[src/rtl/mesh_loader.sv]
// mesh_loader: packs an 18-byte stream into 144-bit triangle words and writes them to the mesh RAM.
// Optional trailer checksum check is enabled by defining MESH_LOADER_CHECKSUM_EN.
module mesh_loader #(
  parameter int MAX_COUNT = 1024,
  localparam int AW = (MAX_COUNT > 1) ? $clog2(MAX_COUNT) : 1
) (
  input  logic          clk_in,
  input  logic          rst_in,
  input  logic          start_in,
  input  logic [AW:0]   num_tris_in,
  input  logic [7:0]    byte_in,
  input  logic          byte_valid_in,
  output logic          byte_ready_out,
  output logic          wr_en_out,
  output logic [AW-1:0] wr_addr_out,
  output logic [143:0]  wr_data_out,
  output logic [AW:0]   tri_count_out,
  output logic          busy_out,
  output logic          done_out,
  output logic          overflow_out,
  output logic          checksum_err_out
);

  typedef enum logic [2:0] {
    S_IDLE  = 3'd0,
    S_LOAD  = 3'd1,
    S_WRITE = 3'd2,
`ifdef MESH_LOADER_CHECKSUM_EN
    S_CHECK = 3'd3,
`endif
    S_DONE  = 3'd4
  } state_t;

  // State entered once the payload is complete (trailer check when enabled).
`ifdef MESH_LOADER_CHECKSUM_EN
  localparam state_t S_FINAL = S_CHECK;
`else
  localparam state_t S_FINAL = S_DONE;
`endif

  localparam logic [AW:0] MAX_N    = (AW+1)'(MAX_COUNT);
  localparam logic [4:0]  LAST_IDX = 5'd17;

  state_t          state_q, state_d;
  logic [4:0]      idx_q, idx_d;
  logic [AW:0]     n_q, n_d;
  logic [AW-1:0]   addr_q, addr_d;
  logic [AW:0]     count_q, count_d;
  logic [143:0]    data_q, data_d;
  logic            ovf_q, ovf_d;
  logic            ready_q, ready_d;
  logic            wr_en_q, wr_en_d;
  logic            busy_q, busy_d;
  logic            done_q, done_d;
  logic            byte_fire_s;
  logic [AW:0]     count_inc_s;
`ifdef MESH_LOADER_CHECKSUM_EN
  logic [7:0]      csum_q, csum_d;
  logic            cerr_q, cerr_d;
`endif

  assign byte_fire_s = byte_valid_in && ready_q;
  assign count_inc_s = count_q + 1'b1;

  // Next-state and next-output logic; output strobes are decoded from state_d so they are registered.
  always_comb begin
    state_d = state_q;
    idx_d   = idx_q;
    n_d     = n_q;
    addr_d  = addr_q;
    count_d = count_q;
    data_d  = data_q;
    ovf_d   = ovf_q;
`ifdef MESH_LOADER_CHECKSUM_EN
    csum_d  = csum_q;
    cerr_d  = cerr_q;
`endif
    case (state_q)
      S_IDLE: begin
        if (start_in) begin
          if (num_tris_in > MAX_N) begin
            ovf_d = 1'b1;
          end else begin
            ovf_d   = 1'b0;
            idx_d   = 5'd0;
            addr_d  = '0;
            count_d = '0;
            n_d     = num_tris_in;
`ifdef MESH_LOADER_CHECKSUM_EN
            csum_d  = 8'h00;
            cerr_d  = 1'b0;
`endif
            state_d = (num_tris_in == '0) ? S_FINAL : S_LOAD;
          end
        end else begin
          state_d = S_IDLE;
        end
      end
      S_LOAD: begin
        if (byte_fire_s) begin
          data_d[{idx_q, 3'b000} +: 8] = byte_in;
          idx_d = idx_q + 5'd1;
`ifdef MESH_LOADER_CHECKSUM_EN
          csum_d = csum_q ^ byte_in;
`endif
          state_d = (idx_q == LAST_IDX) ? S_WRITE : S_LOAD;
        end else begin
          state_d = S_LOAD;
        end
      end
      S_WRITE: begin
        count_d = count_inc_s;
        idx_d   = 5'd0;
        // The address advances only when another triangle follows, so it never wraps.
        if (count_inc_s < n_q) begin
          addr_d  = addr_q + 1'b1;
          state_d = S_LOAD;
        end else begin
          state_d = S_FINAL;
        end
      end
`ifdef MESH_LOADER_CHECKSUM_EN
      S_CHECK: begin
        if (byte_fire_s) begin
          cerr_d  = (byte_in != csum_q);
          state_d = S_DONE;
        end else begin
          state_d = S_CHECK;
        end
      end
`endif
      S_DONE:  state_d = S_IDLE;
      default: state_d = S_IDLE;
    endcase

    ready_d = (state_d == S_LOAD);
`ifdef MESH_LOADER_CHECKSUM_EN
    if (state_d == S_CHECK) begin
      ready_d = 1'b1;
    end else begin
      ready_d = (state_d == S_LOAD);
    end
`endif
    wr_en_d = (state_d == S_WRITE);
    done_d  = (state_d == S_DONE);
    busy_d  = (state_d != S_IDLE) && (state_d != S_DONE);
  end

  // State and output registers; reset aborts a load with no further write strobes.
  always_ff @(posedge clk_in or posedge rst_in) begin
    if (rst_in) begin
      state_q <= S_IDLE;
      idx_q   <= 5'd0;
      n_q     <= '0;
      addr_q  <= '0;
      count_q <= '0;
      data_q  <= 144'd0;
      ovf_q   <= 1'b0;
      ready_q <= 1'b0;
      wr_en_q <= 1'b0;
      busy_q  <= 1'b0;
      done_q  <= 1'b0;
`ifdef MESH_LOADER_CHECKSUM_EN
      csum_q  <= 8'h00;
      cerr_q  <= 1'b0;
`endif
    end else begin
      state_q <= state_d;
      idx_q   <= idx_d;
      n_q     <= n_d;
      addr_q  <= addr_d;
      count_q <= count_d;
      data_q  <= data_d;
      ovf_q   <= ovf_d;
      ready_q <= ready_d;
      wr_en_q <= wr_en_d;
      busy_q  <= busy_d;
      done_q  <= done_d;
`ifdef MESH_LOADER_CHECKSUM_EN
      csum_q  <= csum_d;
      cerr_q  <= cerr_d;
`endif
    end
  end

  assign byte_ready_out = ready_q;
  assign wr_en_out      = wr_en_q;
  assign wr_addr_out    = addr_q;
  assign wr_data_out    = data_q;
  assign tri_count_out  = count_q;
  assign busy_out       = busy_q;
  assign done_out       = done_q;
  assign overflow_out   = ovf_q;
`ifdef MESH_LOADER_CHECKSUM_EN
  assign checksum_err_out = cerr_q;
`else
  assign checksum_err_out = 1'b0;
`endif

endmodule

[config.mk]
export PLATFORM = sky130hd
export DESIGN_NAME = mesh_loader
export DESIGN_NICKNAME = d
export VERILOG_FILES = /design/src/rtl/mesh_loader.sv
export SDC_FILE = /design/constraint.sdc
export NUM_CORES = 1
export LEC_CHECK = 0
export ABC_AREA = 1
export ABC_CLOCK_PERIOD_IN_PS = 13800
export BUFFER_PORTS_ARGS = -buffer_cell sky130_fd_sc_hd__buf_2
export CAP_MARGIN = 0
export CORE_UTILIZATION = 59
export CTS_CLUSTER_SIZE = 24
export DETAILED_ROUTE_END_ITERATION = 8
export PLACE_DENSITY = 0.95
export SLEW_MARGIN = 20
export SYNTH_ARGS = -nofsm -noshare
export SYNTH_HDL_FRONTEND = slang
export SYNTH_SLANG_ARGS = --single-unit
[constraint.sdc]
create_clock -name clk_in -period 13.8 [get_ports clk_in]
set_input_delay 2.76 -clock clk_in [delete_from_list [all_inputs] [get_ports clk_in]]
set_output_delay 2.76 -clock clk_in [all_outputs]
set_load 0.03 [all_outputs]
==> results of run 1 <==
-- state kept, by name, indices dropped and copies added, names as in the netlist --
signal / count
state_q: 3
tri_count_out: 11
wr_addr_out: 10
idx_q: 5
overflow_out: 1
busy_out: 1
n_q: 11
wr_en_out: 1
byte_ready_out: 1
done_out: 1
wr_data_out: 144
-- area by class of cell --
class	instances	area (um^2)
inverters	78	305.3
repair buffers	195	983.4
multi-input cells	647	3440
flip-flops and latches	189	4730
well taps	180	225.2
clock inverters	13	178.9
clock buffers	19	442.9
fillers	970	3791
-- cells by family (layout without fill, tap and decap cells) --
family	count (synthesis)	count (layout)
AND/OR/NAND/NOR	443	443
flip-flops	189	189
AO/OA/AOI/OAI	174	174
buffers and inverters	109	305
adder cells (fa/ha/maj)	17	17
XOR/XNOR	12	12
other	1	1
-- worst reg2reg max path, delay by kind of cell, from the launching register on --
family	cells	cell delay [ns]
simple gates	12	1.92
fa+ha+maj	2	0.54
buf+inv	2	0.13
xor+xnor	1	0.17
flops	1	0.44
-- cells in the final DEF (no fill, tap or decap), drive strengths merged --
master / n
a21o: 1
conb: 1
dfrtp: 189
xnor2: 4
and2: 1
o21bai: 1
nand2: 285
o21a: 1
clkbuf: 19
clkinv: 5
xor2: 8
ha: 17
nand3: 68
buf: 195
nor2: 59
o31ai: 1
a21oi: 10
nor3: 19
nor3b: 2
inv: 83
o21ai: 160
bufinv: 3
nand4: 9
-- layer usage --
layer | vias to the layer above | GRT usage [%] | share of wire, %
met5 | - | 0 | 0
met4 | 0 | 15.44 | 4.0
met3 | 80 | 8.349 | 7.6
met2 | 319 | 47.03 | 48
met1 | 3479 | 38.26 | 41
li1 | 3453 | - | -
-- power by group through the flow --
stage | combinational [mW] | sequential (mW) | clock, mW
global placement | 0.929 | 0.814 | 0
CTS | 0.970 | 0.814 | 0.522
detailed placement | 0.963 | 0.818 | 0
finish | 0.971 | 0.817 | 0.517
floorplan | 0.449 | 1.07 | 0
global route | 1.06 | 0.832 | 0.544
-- metrics by stage --
stage,power [mW],hold slack (ns)
final,2.305,0.4779
after detailed placement,1.781,0.4638
after floorplan,1.520,0.4489
after global placement,1.743,0.4599
after CTS,2.307,0.4807
after global routing,2.432,0.5039
-- how the worst max path moves through the flow --
stage | end | slack (ns) | cells after the start
2_1_floorplan | busy_out | 5.90 | 1
3_3_place_gp | wr_data_out[10] | 9.22 | 3
3_5_place_dp | tri_count_out[3] | 9.19 | 3
4_1_cts | wr_data_out[142] | 9.66 | 3
5_1_grt | wr_data_out[76] | 9.59 | 3
6_report | wr_data_out[142] | 9.88 | 3
==> impl_metrics.py, run 1 <==
metrics = {
    "run_status": {
        "status": "completed",
    },
    "power_and_ir_drop": {
        "swShare_pct": 45.39,
        "ir_drop_uv": 156.2,
        "comb_power_share_pct": 42.1,
        "seq_power_share_pct": 35.4,
        "pwr_density_cell_nw_per_um2": 223.7,
        "p_switching_mw": 1.046,
        "p_int_mw": 1.259,
        "clkPwrFrac_pct": 22.4,
        "leakagePower_nw": 5.477,
    },
    "detailed_routing": {
        "wl_per_cell_um": 16.31,
        "drt-total-wl_um": 21550,
        "dr.pass1.iters": 7,
        "drtAntennaViolNets": 0,
        "vias": 7331,
        "initialDrtViolationCount": 605,
        "vias_per_cell": 5.550,
        "drc": 0,
    },
    "clock_tree": {
        "post_cts_buffers": 0,
        "cts_resized": 0,
        "cts_hold_buf": 0,
        "tritoncts": "built",
        "clk_pin_slew_ns": 0.07,
        "h-tree-depth": 4,
        "cts_buffer_depth": 2,
        "cts_sinks": 189,
        "clock_latency_ns": 0.43,
        "cts_made_buffers": 17,
        "cts-root-buf": "clkbuf_16",
    },
    "yosys": {
        "postSynthAreaPerCell_um2": 9.194,
        "synth_area_leaders": "dfrtp_1 54%, nand2_1 12%, o21ai_0 4.0%",
        "yosysSeqAreaShare_pct": 54.44,
        "synth-simple-area-share_pct": 24.19,
        "synth_compound_area_share_pct": 11.69,
        "ys_types": 39,
        "yosysMostFrequentCell": "nand2_1",
        "synth_xor_area_share_pct": 1.210,
        "synth_nets": 985,
        "synth_common_cells": "272 x nand2_1, 189 x dfrtp_1, 71 x inv_1",
        "yosys.area.top_type_share_pct": 54.44,
        "ys.flop_type": "dfrtp_1",
        "netlist_instances": 945,
        "synth_fa_ha_area_share_pct": 2.448,
        "ys_ff_latch": 189,
        "async_flop_share_pct": 100.0,
        "synth.area.mux_share_pct": 0,
        "ys_warn_count": 0,
        "synth_edf_count": 0,
        "netlist_area_um2": 8688,
        "synth_top_family_by_area": "simple AND/OR/NAND/NOR gates",
        "synth_top_cell_by_area": "dfrtp_1",
    },
    "floorplanning": {
        "fp.dieH_um": 123.4,
        "die-width_um": 123.4,
        "start_util_pct": 61.64,
        "io_pins": 194,
        "die_area_um2": 15220,
        "fp-row-count": 43,
        "coreArea_um2": 14100,
    },
    "setup_path": {
        "cp_num_buf_inv": 3,
        "worst-r2r-setup-slack_ns": 10.55,
        "r2r-end": "wr_addr_out[1]",
        "path_max_fanout": 116,
        "crit_chain": "buf_2 -> inv_8 -> buf_4",
        "cp.arrival_ns": 4.35,
        "reg2reg_depth": 17,
        "r2r-start": "tri_count_out[0]",
        "end_kind": "async pin",
        "required_ns": 14.23,
        "path_delay_family": "buffers and inverters",
        "crit_path_start_kind": "primary input",
        "critPathMaxStageDelay_ns": 0.83,
        "crit_slowest_cell": "buf_4",
        "path_class": "primary input to async pin",
        "critPathLaunch": "rst_in",
    },
    "timing": {
        "fin_crit_sh_pct": 28.44,
        "rsz0062_at_grt": "no",
        "worst_slack_ns": 9.876,
        "period_needed_ns": 3.924,
        "slew-limit-headroom_pct": 39.96,
        "setup_viol_count_final": 0,
        "finalMaxSlewViolations": 0,
        "clock_skew_ns": 0.01181,
        "fmax_mhz": 254.8,
        "hold_viol_final": 0,
        "worstMarginPinSlew_ns": 0.9006,
        "tns_ns": 0,
    },
    "placement": {
        "dp_slack_ns": 9.193,
        "dp_hpwl_um": 15140,
        "place_area_um2": 9681,
        "dp_cells": 1289,
        "port_buffers": 192,
        "gp_congestion": 0.8680,
    },
    "min_path": {
        "hold_depth": 2,
        "hold_path_class": "flop to flop",
        "worstHoldStart": "wr_data_out[104]",
        "min_to": "wr_data_out[104]",
    },
    "layout": {
        "syn_to_final_growth_pct": 18.61,
        "diodes": 0,
        "design_area_um2": 10300,
        "fin_nets": 1168,
        "finalCoreUtilization_pct": 73.10,
        "drive_above_1_share_pct": 26.64,
        "final_cells": 1321,
    },
    "grt": {
        "track_usage_pct": 30.04,
        "antenna_found_initial": 0,
        "grt_pass1_wl_um": 34770,
        "overflow": 0,
        "grt_start_max_net_pins": 117,
        "grt_pass1_vias": 7158,
    },
    "flow_run": {
        "cap_violations": 0,
    },
}
Note: power is estimated with default switching activity, not from simulation.
==> run 2: changes to the inputs <==
Settings changed: ABC_CLOCK_PERIOD_IN_PS 13800 to 4100, CORE_UTILIZATION 59 to 54, PLACE_DENSITY 0.95 to 0.9.
Clock period 13.8 ns to 4.1 ns, I/O delays scaled along.
==> run 2 against run 1 <==
Against the previous run:
- global-route usage decreased by 4.0 points
- die area increased by 9.1%
- via count is 0.80% higher
- critical path type is now flop to flop
- critical endpoint is now wr_addr_out[0]
- utilization shrank 7.6 points
- sequential cell count stayed put
- worst hold slack better by 0.0025 ns
- combinational power rose to 3.4 times the previous value
==> impl_metrics.py, run 2 (same netlist as run 1, synthesis figures left out) <==
metrics = {
    "detailed_routing": {
        "vias": 7390,
        "drc": 0,
        "wl_per_cell_um": 15.91,
        "initialDrtViolationCount": 458,
        "dr.pass1.iters": 5,
        "drtAntennaViolNets": 0,
        "vias_per_cell": 5.442,
        "drt-total-wl_um": 21600,
    },
    "setup_path": {
        "crit_chain": "ha_1 -> nand2_1 -> nor2_1 -> nand2_1 -> nor2_1 -> xor2_1 -> inv_1 -> ha_1 -> nand2_1 -> inv_1 -> nand2_1 -> nand2_1 -> nand2_1 -> nand4_1 -> buf_4 -> nand2_1 -> nand2_1 -> nand2_1",
        "r2r-start": "tri_count_out[0]",
        "end_kind": "flop",
        "required_ns": 4.41,
        "critPathMaxStageDelay_ns": 0.45,
        "cpMostUsedCell": "nand2_1",
        "worst-r2r-setup-slack_ns": 1.14,
        "path_class": "flop to flop",
        "cp.arrival_ns": 3.28,
        "cp_num_buf_inv": 3,
        "crit_path_start_kind": "flop",
        "reg2reg_depth": 18,
        "path_max_fanout": 14,
        "path_delay_family": "simple AND/OR/NAND/NOR gates",
        "crit_slowest_cell": "dfrtp_1",
        "r2r-end": "wr_addr_out[0]",
    },
    "grt": {
        "grt_start_max_net_pins": 100,
        "grt_pass1_vias": 6673,
        "track_usage_pct": 26.08,
        "overflow": 0,
        "grt_pass1_wl_um": 33490,
        "antenna_found_initial": 0,
    },
    "layout": {
        "final_common_cell": "nand2_1",
        "largest_reg_flops": 144,
        "fin_nets": 1171,
        "drive_above_1_share_pct": 26.71,
        "final_cells": 1358,
        "layout_common_cells": "272 x nand2_1, 192 x buf_2, 189 x dfrtp_1",
        "diodes": 0,
        "syn_to_final_growth_pct": 18.94,
        "finalCoreUtilization_pct": 65.53,
    },
    "timing": {
        "finalMaxSlewViolations": 0,
        "slew-limit-headroom_pct": 61.64,
        "worstMarginPinSlew_ns": 0.5740,
        "hold_viol_final": 0,
        "tns_ns": 0,
        "clock_skew_ns": 0.01072,
        "setup_viol_count_final": 0,
        "fin_crit_sh_pct": 72.26,
        "fmax_mhz": 337.5,
        "rsz0062_at_grt": "no",
        "period_needed_ns": 2.963,
    },
    "clock_tree": {
        "clk_pin_slew_ns": 0.07,
        "cts-root-buf": "clkbuf_16",
        "cts_hold_buf": 0,
        "h-tree-depth": 4,
        "tritoncts": "built",
        "cts_made_buffers": 17,
        "cts_buffer_depth": 2,
        "post_cts_buffers": 0,
        "clock_latency_ns": 0.43,
        "cts_resized": 0,
        "cts_sinks": 189,
    },
    "min_path": {
        "min_to": "wr_data_out[138]",
        "hold_path_class": "flop to flop",
        "hold_depth": 2,
        "worstHoldStart": "wr_data_out[138]",
    },
    "placement": {
        "gp_congestion": 0.8937,
        "port_buffers": 192,
        "dp_hpwl_um": 15130,
        "dp_cells": 1328,
    },
    "floorplanning": {
        "die-width_um": 128.8,
        "die_area_um2": 16600,
        "start_util_pct": 55.09,
        "fp.dieH_um": 128.8,
        "io_pins": 194,
        "fp-row-count": 46,
        "coreArea_um2": 15770,
    },
    "power_and_ir_drop": {
        "ir_drop_uv": 498.8,
        "pwr_density_cell_nw_per_um2": 735.7,
        "leakagePower_nw": 5.464,
    },
    "flow_run": {
        "cap_violations": 0,
    },
    "run_status": {
        "status": "completed",
    },
}
[run 2: worst max path at each step]
stage | startpoint | end | slack, ns | depth (start not counted)
2_1_floorplan | rst_in | busy_out | 0.85 | 1
3_3_place_gp | tri_count_out[0] | wr_addr_out[2] | 1.35 | 18
3_5_place_dp | idx_q[0] | wr_data_out[58] | 1.28 | 10
4_1_cts | tri_count_out[0] | wr_addr_out[0] | 1.20 | 18
5_1_grt | tri_count_out[0] | wr_addr_out[2] | 0.88 | 18
6_report | tri_count_out[0] | wr_addr_out[0] | 1.14 | 18
[run 2: routing by layer]
| metal | wire [um] | global-route usage (%) |
|---|---|---|
| met1 | 9088 | 34.63 |
| met2 | 10310 | 41.40 |
| met3 | 1464 | 5.322 |
| met4 | 740 | 11.97 |
| met5 | 0 | 0 |
[run 2: worst reg2reg max path: cells and delay by family (launching register included)]
| kind | cells | cell delay (ns) |
|---|---|---|
| flops | 1 | 0.45 |
| fa+ha+maj | 2 | 0.59 |
| simple gates | 12 | 1.32 |
| buf+inv | 3 | 0.33 |
| xor+xnor | 1 | 0.16 |
[run 2: cell type report]
class | count | area [um^2]
fillers | 1269 | 5436
flip-flops and latches | 189 | 4730
multi-input cells | 647 | 3440
repair buffers | 198 | 1031
clock buffers | 20 | 456.7
inverters | 78 | 301.5
well taps | 216 | 270.3
clock inverters | 10 | 105.1
[run 2: where the power goes]
| group | switching [mW] | internal [mW] |
|---|---|---|
| Clock | 0.719 | 0.878 |
| Combinational | 2.42 | 0.864 |
| Sequential | 0.337 | 2.38 |
| Total | 3.48 | 4.13 |
[run 2: stage by stage]
stage	area, um^2	hold slack, ns	total power [mW]	setup slack, ns
global placement	9772	0.4614	5.875	1.351
floorplan	8692	0.4489	5.117	0.8455
CTS	10330	0.4828	7.627	1.204
finish	10330	0.4803	7.602	1.137
detailed placement	9772	0.4663	5.985	1.277
global route	10330	0.4999	8.028	0.8752
==> run 3: changes to the inputs <==
Settings changed: ABC_CLOCK_PERIOD_IN_PS 4100 to 2410, CORE_UTILIZATION 54 to 49, PLACE_DENSITY 0.9 to 0.86.
Clock period 4.1 ns to 2.41 ns, I/O delays scaled along.
==> run 3 against run 2 <==
Against the previous run:
- the run now ends with setup timing left
- sequential cell count did not move
- wire length rose by 2.5%
- worst hold slack got worse by 0.14 ns
- clock-buffer cell count did not move
- power rose by 74%
- sequential share of layout area fell by 1.2 points
- utilization fell by 4.2 points
- critical path type unchanged
- largest power group unchanged
- highest routed layer unchanged
==> impl_metrics.py, run 3 (same netlist as run 1, synthesis figures left out) <==
metrics = {
    "layout": {
        "drive_above_1_share_pct": 29.72,
        "fillers": 1473,
        "final_common_cell": "nand2_1",
        "area.sequential_um2": 4730,
        "syn_to_final_growth_pct": 22.16,
        "multi_input_area_um2": 3553,
        "layout_common_cells": "267 x nand2_1, 192 x buf_2, 189 x dfrtp_1",
        "fin_nets": 1189,
        "largest_reg_flops": 144,
        "design_area_um2": 10610,
    },
    "detailed_routing": {
        "vias_per_cell": 5.267,
        "dr.pass1.iters": 5,
        "drtAntennaViolNets": 0,
        "wl_per_cell_um": 15.96,
        "vias": 7305,
        "drt-total-wl_um": 22130,
        "initialDrtViolationCount": 472,
        "drc": 0,
    },
    "flow_run": {
        "cap_violations": 0,
    },
    "timing": {
        "fin_crit_sh_pct": 102.7,
        "hold_viol_final": 0,
        "hold_slack_ns": 0.3418,
        "period_needed_ns": 2.474,
        "worstMarginPinSlew_ns": 0.5769,
        "finalMaxSlewViolations": 0,
        "setup_viol_count_final": 13,
        "worst_slack_ns": -0.06430,
        "slew-limit-headroom_pct": 61.24,
        "clock_skew_ns": 0.01573,
        "tns_ns": -0.5527,
        "fmax_mhz": 404.2,
        "rsz0062_at_grt": "yes",
    },
    "setup_path": {
        "cp_num_buf_inv": 3,
        "crit_path_start_kind": "flop",
        "critPathMaxStageDelay_ns": 0.36,
        "crit_slowest_cell": "dfrtp_1",
        "crit_chain": "buf_4 -> nand2_2 -> nor3_2 -> nand3_1 -> inv_2 -> nand3_1 -> and2_4 -> ha_1 -> nand2_1 -> a21oi_1 -> nor2_1 -> nand4_1 -> buf_4 -> nand3_1 -> nand2_1",
        "cp.arrival_ns": 2.79,
        "cpMostUsedCell": "nand3_1",
        "path_max_fanout": 6,
        "end_kind": "flop",
        "required_ns": 2.72,
        "path_class": "flop to flop",
        "path_delay_family": "simple AND/OR/NAND/NOR gates",
    },
    "power_and_ir_drop": {
        "swShare_pct": 45.41,
        "leakagePower_nw": 5.553,
        "power_mw": 13.25,
        "pwr_density_cell_nw_per_um2": 1248,
        "p_switching_mw": 6.015,
        "p_int_mw": 7.231,
        "comb_power_share_pct": 44.3,
        "seq_power_share_pct": 34.6,
        "clkPwrFrac_pct": 21.1,
        "ir_drop_uv": 845.1,
    },
    "placement": {
        "gp_congestion": 0.9113,
        "dp_slack_ns": -0.04201,
        "port_buffers": 192,
        "dp_hpwl_um": 15840,
        "place_area_um2": 9866,
    },
    "grt": {
        "antenna_found_initial": 1,
        "track_usage_pct": 24.42,
        "grt_start_max_net_pins": 81,
        "grt_pass1_vias": 6853,
        "overflow": 0,
        "grt_pass1_wl_um": 34620,
    },
    "floorplanning": {
        "fp.dieH_um": 135.2,
        "fp-row-count": 48,
        "die-width_um": 135.2,
        "start_util_pct": 50.23,
        "coreArea_um2": 17300,
        "io_pins": 194,
        "die_area_um2": 18270,
    },
    "clock_tree": {
        "tritoncts": "built",
        "cts-root-buf": "clkbuf_16",
        "cts_made_buffers": 17,
        "cts_buffer_depth": 2,
        "cts_sinks": 189,
        "clk_pin_slew_ns": 0.07,
        "clock_latency_ns": 0.43,
        "h-tree-depth": 4,
    },
    "run_status": {
        "violations": "setup timing",
        "status": "complete, but fails checks",
    },
    "min_path": {
        "hold_path_class": "primary input to flop",
    },
}
## run 3: worst paths after layout
path,from,end,slack (ns),cells after the start
max,tri_count_out[1],wr_addr_out[4],-0.06,15
min,num_tris_in[5],n_q[5],0.34,3
max reg2reg,tri_count_out[1],wr_addr_out[4],-0.06,15
min reg2reg,wr_data_out[31],wr_data_out[31],0.48,2
max in group asynchronous,rst_in,wr_data_out[33],1.19,4
min in group asynchronous,rst_in,wr_data_out[78],0.54,3
## run 3: metrics by stage
step                std cells  utilization (%)
floorplan                 945                -
global placement         1348            57.04
detailed placement       1348            57.04
CTS                      1380            60.42
global route             1387            61.36
finish                   1387            61.36
## run 3: tightest hold or removal path: stages
cell and delay, ns:
buf_2 0.10, nor2_1 0.05, a21oi_1 0.10
## run 3: timing repair
item | CTS | global route
gates resized for setup | 2 | 26
hold endpoints to repair | 6 | 0
setup endpoints to repair | 10 | 41
hold buffers | 1 | 0
cloned | 0 | 1
pin swaps | 0 | 9
setup buffers | 0 | 5
## run 3: cell type report
| class | count | share of cell area, % |
|---|---|---|
| Sequential cell | 189 | 44.56 |
| Multi-Input combinational cell | 647 | 33.48 |
| Timing Repair Buffer | 216 | 11.05 |
| Clock buffer | 20 | 4.114 |
| Inverter | 78 | 2.876 |
| Tap cell | 225 | 2.652 |
| Clock inverter | 11 | 1.250 |
| Antenna cell | 1 | 0.02358 |
## run 3: power groups by stage
| stage | Sequential (mW) | Clock, mW | Combinational [mW] |
|---|---|---|---|
| floorplan | 6.13 | 0 | 2.57 |
| global placement | 4.58 | 0 | 5.53 |
| detailed placement | 4.61 | 0 | 5.68 |
| CTS | 4.58 | 2.83 | 5.71 |
| global route | 4.67 | 2.96 | 6.33 |
| finish | 4.58 | 2.79 | 5.87 |
## run 3: per-layer routing
metal  share of wire (%)  vias up  GRT usage [%]
li1                    -     3485              -
met1                  43     3490          33.07
met2                  48      281          37.98
met3                 6.4       49          4.863
met4                 3.0        0          11.17
met5                   0        -              0
